--- src/rtl/ats21_pkg.sv ---
// ats21_pkg: shared opcode, client and command types for the ATS21 command receiver
package ats21_pkg;
    typedef enum logic [2:0] {
        NOP       = 3'b000,
        SET_CLK   = 3'b001,
        TOG_BC    = 3'b010,
        SET_MODE  = 3'b011,
        ILLEGAL   = 3'b100,
        SET_ALARM = 3'b101,
        SET_CNTDN = 3'b110,
        TOG_AT    = 3'b111
    } opcode_e;
    typedef enum logic {
        CLIENT_A = 1'b0,
        CLIENT_B = 1'b1
    } client_e;
    typedef struct packed {
        client_e     client;
        opcode_e     opcode;
        logic [31:0] word;
    } cmd_t;
    function automatic logic is_legal(opcode_e op);
        return op != NOP && op != ILLEGAL;
    endfunction
endpackage

--- src/rtl/ats21_cmd_fifo.sv ---
// ats21_cmd_fifo: show-ahead command FIFO with two ordered write ports and one read port
module ats21_cmd_fifo
    import ats21_pkg::*;
#(
    parameter int DEPTH = 4
) (
    input  logic                       clk,
    input  logic                       reset,
    input  logic                       wr0_en,
    input  cmd_t                       wr0_data,
    input  logic                       wr1_en,
    input  cmd_t                       wr1_data,
    input  logic                       rd_en,
    output cmd_t                       rd_data,
    output logic [$clog2(DEPTH):0]     count
);
    localparam int AW = $clog2(DEPTH);
    localparam int CW = AW + 1;
    cmd_t             mem_q [DEPTH];
    cmd_t             mem_d [DEPTH];
    logic [AW-1:0]    wp_q, wp_d, rp_q, rp_d, wp1;
    logic [CW-1:0]    count_q, count_d;
    logic             pop;
    always_comb begin
        mem_d   = mem_q;
        pop     = rd_en && count_q != '0;
        wp1     = wp_q + AW'(wr0_en);
        if (wr0_en) mem_d[wp_q] = wr0_data;
        if (wr1_en) mem_d[wp1] = wr1_data;
        wp_d    = wp1 + AW'(wr1_en);
        rp_d    = rp_q + AW'(pop);
        count_d = count_q + CW'(wr0_en) + CW'(wr1_en) - CW'(pop);
    end
    always_ff @(posedge clk or negedge reset) begin
        if (!reset) begin
            for (int i = 0; i < DEPTH; i++) mem_q[i] <= '0;
            wp_q    <= '0;
            rp_q    <= '0;
            count_q <= '0;
        end else begin
            mem_q   <= mem_d;
            wp_q    <= wp_d;
            rp_q    <= rp_d;
            count_q <= count_d;
        end
    end
    assign rd_data = mem_q[rp_q];
    assign count   = count_q;
endmodule

--- src/rtl/ats21_instr_rx.sv ---
// ats21_instr_rx: two-word instruction capture for clients A/B, opcode screening and command queueing
module ats21_instr_rx
    import ats21_pkg::*;
#(
    parameter int DEPTH = 4,
    parameter int CNT_W = $clog2(DEPTH) + 1
) (
    input  logic             clk,
    input  logic             reset,
    input  logic             req,
    input  logic [15:0]      ctrlA,
    input  logic [15:0]      ctrlB,
    output logic             ready,
    output logic             cmd_valid,
    input  logic             cmd_ready,
    output logic             cmd_client,
    output logic [2:0]       cmd_opcode,
    output logic [31:0]      cmd_word,
    output logic [CNT_W-1:0] fifo_count,
    output logic             illegal_op,
    output logic             proto_err,
    output logic             overflow
);
    typedef enum logic {IDLE, LOWER} state_e;
    state_e      state_q, state_d;
    logic [15:0] hia_q, hia_d, hib_q, hib_d;
    logic        ill_q, ill_d, proto_q, proto_d, ovf_q, ovf_d;
    logic        la, lb, fit, done;
    cmd_t        cmd_a, cmd_b, head;
    assign la    = is_legal(opcode_e'(hia_q[15:13]));
    assign lb    = is_legal(opcode_e'(hib_q[15:13]));
    assign fit   = CNT_W'(DEPTH) - fifo_count >= CNT_W'(la) + CNT_W'(lb);
    assign done  = state_q == LOWER && !req;
    assign cmd_a = '{client: CLIENT_A, opcode: opcode_e'(hia_q[15:13]), word: {hia_q, ctrlA}};
    assign cmd_b = '{client: CLIENT_B, opcode: opcode_e'(hib_q[15:13]), word: {hib_q, ctrlB}};
    assign ready = reset && state_q == IDLE && CNT_W'(DEPTH) - fifo_count >= CNT_W'(2);
    always_comb begin
        state_d = state_q;
        hia_d   = hia_q;
        hib_d   = hib_q;
        ill_d   = 1'b0;
        proto_d = 1'b0;
        ovf_d   = 1'b0;
        if (state_q == IDLE) begin
            if (req && ready) begin
                hia_d   = ctrlA;
                hib_d   = ctrlB;
                state_d = LOWER;
            end else if (req) begin
                ovf_d = 1'b1;
            end
        end else if (req) begin
            proto_d = 1'b1;
            hia_d   = ctrlA;
            hib_d   = ctrlB;
        end else begin
            state_d = IDLE;
            ill_d   = hia_q[15:13] == 3'(ILLEGAL) || hib_q[15:13] == 3'(ILLEGAL);
            ovf_d   = !fit;
        end
    end
    always_ff @(posedge clk or negedge reset) begin
        if (!reset) begin
            state_q <= IDLE;
            hia_q   <= '0;
            hib_q   <= '0;
            ill_q   <= 1'b0;
            proto_q <= 1'b0;
            ovf_q   <= 1'b0;
        end else begin
            state_q <= state_d;
            hia_q   <= hia_d;
            hib_q   <= hib_d;
            ill_q   <= ill_d;
            proto_q <= proto_d;
            ovf_q   <= ovf_d;
        end
    end
    ats21_cmd_fifo #(.DEPTH(DEPTH)) u_fifo (
        .clk      (clk),
        .reset    (reset),
        .wr0_en   (done && fit && (la || lb)),
        .wr0_data (la ? cmd_a : cmd_b),
        .wr1_en   (done && fit && la && lb),
        .wr1_data (cmd_b),
        .rd_en    (cmd_ready),
        .rd_data  (head),
        .count    (fifo_count)
    );
    assign cmd_valid  = fifo_count != '0;
    assign cmd_client = head.client;
    assign cmd_opcode = head.opcode;
    assign cmd_word   = head.word;
    assign illegal_op = ill_q;
    assign proto_err  = proto_q;
    assign overflow   = ovf_q;
endmodule

--- config.mk ---
export PLATFORM = sky130hd
export DESIGN_NAME = ats21_instr_rx
export DESIGN_NICKNAME = d
export VERILOG_FILES = /design/src/rtl/ats21_pkg.sv /design/src/rtl/ats21_cmd_fifo.sv /design/src/rtl/ats21_instr_rx.sv
export SDC_FILE = /design/constraint.sdc
export NUM_CORES = 1
export LEC_CHECK = 0
export CORE_MARGIN = 2
export CORE_UTILIZATION = 40
export DETAILED_ROUTE_END_ITERATION = 10
export PLACE_DENSITY_LB_ADDON = 0.1
export SETUP_SLACK_MARGIN = 0.02
export SYNTH_ARGS = -nofsm -noshare
export SYNTH_HDL_FRONTEND = slang
export SYNTH_HIERARCHICAL = 1
export SYNTH_SLANG_ARGS = --single-unit
--- constraint.sdc ---
create_clock -name clk -period 4.75 [get_ports clk]
set_input_delay 1.1875 -clock clk [delete_from_list [all_inputs] [get_ports clk]]
set_output_delay 1.1875 -clock clk [all_outputs]
set_load 0.05 [all_outputs]
# Word-level counts from Yosys, hierarchy flattened
# Index checks and enable logic that the tools add are counted.
# word_totals
register_bits,187
input_bits,36
output_inout_bits,44
# classes
addsub,8
order_cmp,7
eq_ne,5
muxes,27
n_bitwise,4
reduce_logical,22
# op_table
cell,n
bitwise mux 144 bit,2
2-to-1 mux 144 bit,2
2-to-1 mux 36 bit,5
demux 36 bit (select 2 bit),2
2-to-1 mux 16 bit,6
binary-select mux 36 bit (select 2 bit),1
logical AND 1 bit,13
"greater-or-equal comparator 3 bit, second input constant",3
2-to-1 mux 1 bit,9
inverter 2 -> 3 bit,3
nonzero test 3 bit,3
adder 2 x 1 -> 2 bit,3
adder 3 x 1 -> 3 bit,2
"== test 3 bit, second input constant",2
"< comparator 3 x 1 -> 1 bit, second input constant",2
"inequality test 3 bit, second input constant",2
greater-or-equal comparator 3 x 2 -> 1 bit,1
"greater-or-equal comparator 3 x 2 -> 1 bit, second input constant",1
subtractor 3 x 1 -> 3 bit,1
"subtractor 3 bit, first input constant",1
adder 1 x 1 -> 2 bit,1
zero test 1 bit,2
logical OR 1 bit,2
"inequality test 2 bit, second input constant",1
3 further kinds,3

# Depth between registers and ports, before layout
# depth
depth_word,14
depth_mapped,15
depth_no_buf,14

# By module
# Netlist, hierarchy kept.
# modules_own_cells
mod,instances,cells_each,area_each_um2
ats21_cmd_fifo,1,878,8197.9
ats21_instr_rx,1,142,2018.2

# Worst setup path before layout
# OpenSTA, ideal clock, no wires.
# synth_timing
kind,register to register
from,reg hia_q[14]
to,reg u_fifo.count_q[2] (netlist: u_fifo/count[2])
arrival_ns,3.861
setup_slack_ns,0.764
stages_incl_launch_ff,16
period_less_slack_ns,3.986
cell_sequence,dfrtp_1 -> nor2_2 -> buf_2 -> inv_1 -> ha_1 -> ha_1 -> nand2b_1 -> a211oi_1 -> nor4_1 -> inv_1 -> ha_1 -> inv_1 -> fa_1 -> fa_1 -> xnor2_1 -> xnor2_1
# synth_via
elab_chain_len,9
# synth_lines
element,line,text
"start, declared",ats21_instr_rx.sv:26,"logic [15:0] hia_q, hia_d, hib_q, hib_d;"
"start signal, assigned",ats21_instr_rx.sv:72,hia_q <= hia_d;
inequality test 3 bit / nonzero test 3 bit (equally long branches),ats21_pkg.sv:23,return op != NOP && op != ILLEGAL;
logical AND 1 bit (*),ats21_pkg.sv:23,
adder 1 x 1 -> 2 bit,ats21_instr_rx.sv:32,assign fit = CNT_W'(DEPTH) - fifo_count >= CNT_W'(la) + CNT_W'(lb);
greater-or-equal comparator 3 x 2 -> 1 bit,ats21_instr_rx.sv:32,
logical AND 1 bit,"ats21_instr_rx.sv:82, ats21_instr_rx.sv:84",
"logical AND 1 bit, on equally long branches","ats21_instr_rx.sv:82, ats21_instr_rx.sv:84",
adder 3 x 1 -> 3 bit / logical AND 1 bit (equally long branches),"ats21_cmd_fifo.sv:32, ats21_instr_rx.sv:84",
adder 3 x 1 -> 3 bit (*),ats21_cmd_fifo.sv:32,count_d = count_q + CW'(wr0_en) + CW'(wr1_en) - CW'(pop);
subtractor 3 x 1 -> 3 bit (*),ats21_cmd_fifo.sv:32,
via u_fifo.count_d[2],ats21_cmd_fifo.sv:22,"logic [CW-1:0] count_q, count_d;"
"end signal, assigned",ats21_cmd_fifo.sv:44,count_q <= count_d;
"end, declared",ats21_cmd_fifo.sv:22,
# Mark *: on every way through the listed nets, which the timed path passes. The rest lies on a longest branch.
# A chain may end at the register's enable or synchronous reset.

# Worst setup path after layout
# layout_timing
from,reg u_fifo.rp_q[0]
to,out cmd_word[8]
# layout_via
elab_chain_len,4
# layout_lines
element,line,text
"start, declared",ats21_cmd_fifo.sv:21,"logic [AW-1:0] wp_q, wp_d, rp_q, rp_d, wp1;"
"start signal, assigned",ats21_cmd_fifo.sv:43,rp_q <= rp_d;
inverter 2 -> 3 bit (not written as such),ats21_cmd_fifo.sv:47,assign rd_data = mem_q[rp_q];
binary-select mux 36 bit (select 2 bit),ats21_cmd_fifo.sv:47,
2-to-1 mux 36 bit (not written as such) (2 in a row),ats21_cmd_fifo.sv:47,
"end, declared",ats21_instr_rx.sv:18,"output logic [31:0] cmd_word,"
# No other way between the ends. The select of a mux whose other input is x is not followed.

==> results.md <==
* RR Endpoint: u_fifo/mem_q[82]$_DFF_PN0_
* Die width at roughly 160 µm
* Switching share of total power at a little under half
* PwrDens at roughly 830 nW/µm²
* Worst hold start: hia_q[3]$_DFFE_PN0P_
* Max-cap violations at 0
* Flop pwr share at 30.8%
* Share of cells above drive strength 1 at between 10% and 20%
* Final wirelength at approximately 34,000 µm
* Total I/O pin count at 80
* Seq/Total Area, Yosys at ~46%
* Max Buffers Root-to-Sink at 2
* Worst skew pair latency at between 400 and 500 ps
* CTS tree: built
* P&R area growth vs syn at 16.73%
* Worst R2R Setup Slack at ~830 ps
* Status: finished clean
* Remaining DRCs at 0
* Initial Util at between 40% and 50%
* Hold Path Class: reg -> reg
* Total negative slack at 0 ps
* Clock Pin Slew Worst Setup and Hold Paths at 70 ps
* Cell Area, Synth at a little over 10,000 µm²
* Synth warn at 6
* EDFF count, synth at 0
* Mapped Avg Cell Area at roughly 10 µm²
* Worst Hold End: hia_q[3]$_DFFE_PN0P_
* Crit path buf inv count at 2
* Via/cell ratio at 5.935
* Vias in the first global route at around 8,400
* CP top delay family: buffers and inverters
* Clk sinks at between 150 and 200
* R2R depth at 12
* DR vias at roughly 8,300
* Post-route minimum period at 4051 ps
* Placed Cells at about 1,400
* Worst hold stages at 1
* Htree depth at 4
* Worst Tran Pin Value at 1124 ps
* Non-Filler Instances at approximately 1,400
* Worst clock skew at roughly 13 ps
* Row count at 58
* Post-route total power at 0.009898 W
* Async set-reset flop share out of synthesis at between 90% and 100%
* Fill cells at 2,403
* Number of hold violations in the final report at 0
* #FFs+latches synth at ~190
* Area of the die at roughly 27,000 µm²
* Root Driver: clkbuf_16
* Slew Limit Fails at 0
* Worst Setup Start Kind: register
* Leakage at a little under 5 nW
* Cell Chain, Critical Path: buf_4 > mux4_2 > clkdlybuf4s50_1
* DIE HEIGHT at roughly 160 µm
* DRT Pass-1 Iters at 5
* Final setup vio count at 0
* CP arrival at between 2000 and 3000 ps
* Critical Path Fanout Max at 13
* Fin nets at ~1,100
* RSZ-0062 raised after global routing: false
* Tcrit/Tclk final at ~85%
* Top_reg_cell synth: dfrtp_1
* Final Core Density at between 40% and 50%
* IO Port Bufs at a little under 80
* Most frequent cells in the layout: 288 x nand2_1, 185 x dfrtp_1, 145 x nor3_1, 114 x a31oi_1, 78 x clkdlybuf4s50_1
* Hold Slack at approximately 510 ps
* Drt wl/cell at 24.00 µm
* Post-synthesis cell count at between 1,000 and 1,500
* Largest net degree at the start of global routing at 74
* Gate power share at between 50% and 60%
* Initial antenna violation count at 0
* Core area at 25,110 µm²
* Reg area at 4682 µm²
* Hold_buf cts at 0
* Post-synth cell types at 44
* Switching power at about 0.0046 W
* Max IR drop VDD at ~0.52 mV
* Internal Dissipation at 0.005296 W
* Peak Freq at ~250 MHz
* CTS resizes at 0
* DRT antenna net count at 0
* FF-to-FF Start: hib_q[14]$_DFFE_PN0P_
* Area occupied by multi-input gates at just over 5000 µm²
* All-Layer GR Usage at around a quarter
* Postcts setup bufs at 0
* Worst rel slew slack at about a quarter
* Max stage delay on crit path at 750 ps
* Clock power frac at 14.3%
* Num CTS Buffers at 17
* Most common cell after layout, fill and taps aside: nand2_1
* First-pass GRT wire length at about 52,000 µm
* Global route overflow at 0
* Diodes inserted at 0
* Setup CP Type: reg -> out
* Worst EP required at 3560 ps
* Gpl congestion at around 0.79
* CP endpoint kind: primary output
* DR iter-0 viols at about 600
* DP HPWL at just over 20,000 µm
* Slowest-stage cell, CP: dfrtp_2
Yosys cell counts, types with 2 or more instances:
master / count / area, µm²
nand2_1: 289 / 1085
dfrtp_1: 187 / 4679
nor3_1: 145 / 725.7
a31oi_1: 114 / 713.2
buf_2: 51 / 255.2
mux4_2: 36 / 810.8
mux2_2: 33 / 371.6
a31oi_2: 30 / 375.4
mux2_4: 29 / 435.4
clkbuf_1: 26 / 97.59
inv_1: 15 / 56.30
ha_1: 11 / 137.6
buf_6: 7 / 78.83
buf_4: 5 / 37.54
xnor2_1: 4 / 35.03
nand2b_1: 3 / 18.77
nor2_1: 3 / 11.26
and3b_1: 2 / 17.52
fa_1: 2 / 40.04
nand3_1: 2 / 10.01
nor2_2: 2 / 12.51
o21ai_0: 2 / 10.01
how the worst max path moves through the flow:
stage,startpoint,endpoint,slack [ps],depth (start not counted)
2_1_floorplan,hia_q[14]$_DFFE_PN0P_,u_fifo/count[2]$_DFF_PN0_,760,15
3_5_place_dp,req,u_fifo/mem_q[82]$_DFF_PN0_,780,8
6_report,u_fifo/rp_q[0]$_DFF_PN0_,cmd_word[8],700,3
4_1_cts,u_fifo/rp_q[0]$_DFF_PN0_,cmd_word[11],660,3
3_3_place_gp,req,u_fifo/mem_q[87]$_DFF_PN0_,870,8
5_1_grt,u_fifo/rp_q[0]$_DFF_PN0_,cmd_word[11],570,3
per-layer routing:
metal / share of wire (%) / up-vias / global-route usage [%]
li1: - / 3714 / -
met1: 44 / 4214 / 36.67
met2: 47 / 353 / 41.21
met3: 6.1 / 57 / 4.116
met4: 2.0 / 0 / 7.775
met5: 0 / - / 0
kinds of logic (layout without fill, tap and decap cells):
logic type / Yosys count / count (layout) / synth area share (%)
buffers and inverters: 105 / 157 / 5.181
flip-flops: 187 / 187 / 45.81
AND/OR/NAND/NOR: 458 / 458 / 19.60
multiplexers: 98 / 98 / 15.84
XOR/XNOR: 6 / 6 / 0.5879
adder cells (fa/ha/maj): 13 / 13 / 1.739
other: 1 / 4 / 0.03671
AO/OA/AOI/OAI: 152 / 152 / 11.22
power groups by stage:
stage	combinational [W]	clock (W)	sequential (W)
2_1_floorplan	0.00398	0	0.00281
3_3_place_gp	0.00538	0	0.00306
3_5_place_dp	0.00543	0	0.00306
4_1_cts	0.00545	0.00144	0.00304
5_1_grt	0.00579	0.00150	0.00316
6_report	0.00543	0.00142	0.00305
registers in the layout, indices dropped and copies added (netlist names):
name / cells
u_fifo/wp_q: 2
illegal_op: 1
hib_q: 16
state_q: 1
proto_err: 1
overflow: 1
u_fifo/mem_q: 144
hia_q: 16
u_fifo/count: 3
u_fifo/rp_q: 2
area by class of cell:
cell class                 instances  area share (%)
clock inverter                    12          0.9653
clock buffer                      20           3.830
inverter                          15          0.4721
timing repair buffer             110           9.558
tap                              330           3.462
multi-input combinational        731           42.45
sequential                       187           39.26
through the flow:
stage	setup WS [ps]	cell area, µm²
2_1_floorplan	764.2	10230
3_3_place_gp	868.8	11350
3_5_place_dp	780.1	11350
4_1_cts	659.1	11930
5_1_grt	565.9	11930
6_report	699.1	11930
worst reg2reg max path, stage by stage, from the launching register on:
cell	delay (ps)
dfrtp_1	510
nor2_1	320
inv_1	80
ha_1	280
ha_1	260
nand2b_1	140
a211oi_1	380
nor3_1	130
ha_1	310
xnor2_2	180
nand3_2	590
buf_4	470
a31oi_1	170
No activity file was read; power rests on OpenSTA's default activity.
==> patch: new RTL, same settings <==
Register the output `proto_err` once more, without a reset; this adds one clock of latency there. The other outputs are not delayed to match.
--- a/src/rtl/ats21_instr_rx.sv
+++ b/src/rtl/ats21_instr_rx.sv
@@ -92,7 +92,9 @@
     assign cmd_opcode = head.opcode;
     assign cmd_word   = head.word;
     assign illegal_op = ill_q;
-    assign proto_err  = proto_q;
+    always_ff @(posedge clk) begin
+        proto_err <= proto_q;
+    end
     assign overflow   = ovf_q;
 endmodule
 
Function: changed (a bounded check fails within 4 cycles, from zero or initial values and one cycle with reset low).
==> patch against the original RTL <==
Die area is 0.20% higher. Utilization is 0.15 points higher. Worst setup slack better by 130 ps. Routed wire length is 0.52% higher. Non-clock buffer count is 2 higher. Cell count is 0.21% higher. Via count is 0.94% higher. Clock power is 6% higher. Total power is 1.1% higher. Cell area is 0.60% higher. Area after synthesis is 0.20% higher. Highest routed layer unchanged. Sequential cell count is 1 higher.
==> patch: results (changes against the original RTL) <==
GR Util met2=42.11% (+0.90 points); Syn Area/Cell=10.03 um^2 (about the same); met1 Use GR=36.34% (-0.32 points); Cell variety after synth=45 (+2.3%); wire per inst=24.07 um (+0.30%); hold path start=proto_q$_DFF_PN0_; top area cells in the synthesized netlist=dfrtp_1 (46%), nand2_1 (11%), mux4_2 (7.9%); largest net degree at the start of global routing=186 (+150%); drt first-iter violations=821 (+34%); worst path arrival time=2740 ps (-120 ps); NumNets Final=1114 (+0.27%); ys async rst share=99.47% (-0.53 points); Worst-path clk slew=70 ps (about the same); clk tree area frac=5.111% (+0.32 points); GRT Util Overall=26.04% (+0.12 points); clk_buf instances=19 (-5.0%); Logic inverters=15 (unchanged); Clock net power=1.50 mW (+6%); Post-Synth Adder-Cell Area=1.736% (-0.0034 points); sequential share of cell area=39.19% (-0.066 points); fillers=2352 (-2.1%); met3 GRT Util=4.419% (+0.30 points); critical path peak fanout=14 (+1); fraction of cell area in non-clock buffers=9.627% (+0.068 points); vias in the first global route=8363 (-0.072%); Synth Area in Compound Gates=11.20% (-0.022 points); Max VDD drop=0.0003702 V (-29%); Setup Skew=11.75 ps (-1.322 ps); CTS sink count=188 (+0.53%); post-synthesis mux area share=15.80% (-0.031 points); layout cell share with drive strength beyond 1=19.48% (+0.13 points); crit path capture=cmd_word[10]; multi-input gate share of total cell area=42.16% (-0.29 points); Final HPWL DP=19.83 mm (-2.0%); Non-clock buffers=112 (+1.8%); status=finished, final reports clean; Hold Path End=proto_err$_DFF_P_; Static Leak=4.873 nW (+0.90%); switch share=46.26% (-0.24 points); Synth Area in XOR/XNOR=0.5867% (-0.0011 points); R2R cell count=11 (-1); slew at the pin closest to its max-slew limit=1149 ps (+24.77 ps)
==> patch: cell count changes after synthesis <==
| cell | unedited run | this run |
|---|---|---|
| dfxtp_1 | 0 | 1 |
==> patch: metrics by stage <==
stage / cell area, um^2 / total power, mW / utilization (%) / setup slack [ps] / hold WS (ps)
6_report: 12000 / 10.00 / 47.64 / 827.0 / 345.6
5_1_grt: 12000 / 10.54 / 47.64 / 613.1 / 351.5
4_1_cts: 12000 / 10.03 / 47.64 / 788.5 / 347.6
3_5_place_dp: 11380 / 8.511 / 45.21 / 885.7 / 331.0
3_3_place_gp: 11380 / 8.483 / 45.21 / 908.1 / 329.9
2_1_floorplan: 10250 / 6.804 / - / 764.2 / 324.2
==> patch: worst max-delay path, cell delays in order (launching register included) <==
cell and delay (ps):
dfrtp_2 580, buf_4 390, mux4_2 590, clkdlybuf4s50_1 730
==> patch: per-layer routing <==
metal,routed length [um],vias up
li1,-,3731
met1,14830,4300
met2,16410,327
met3,1969,58
met4,687,0
met5,0,-
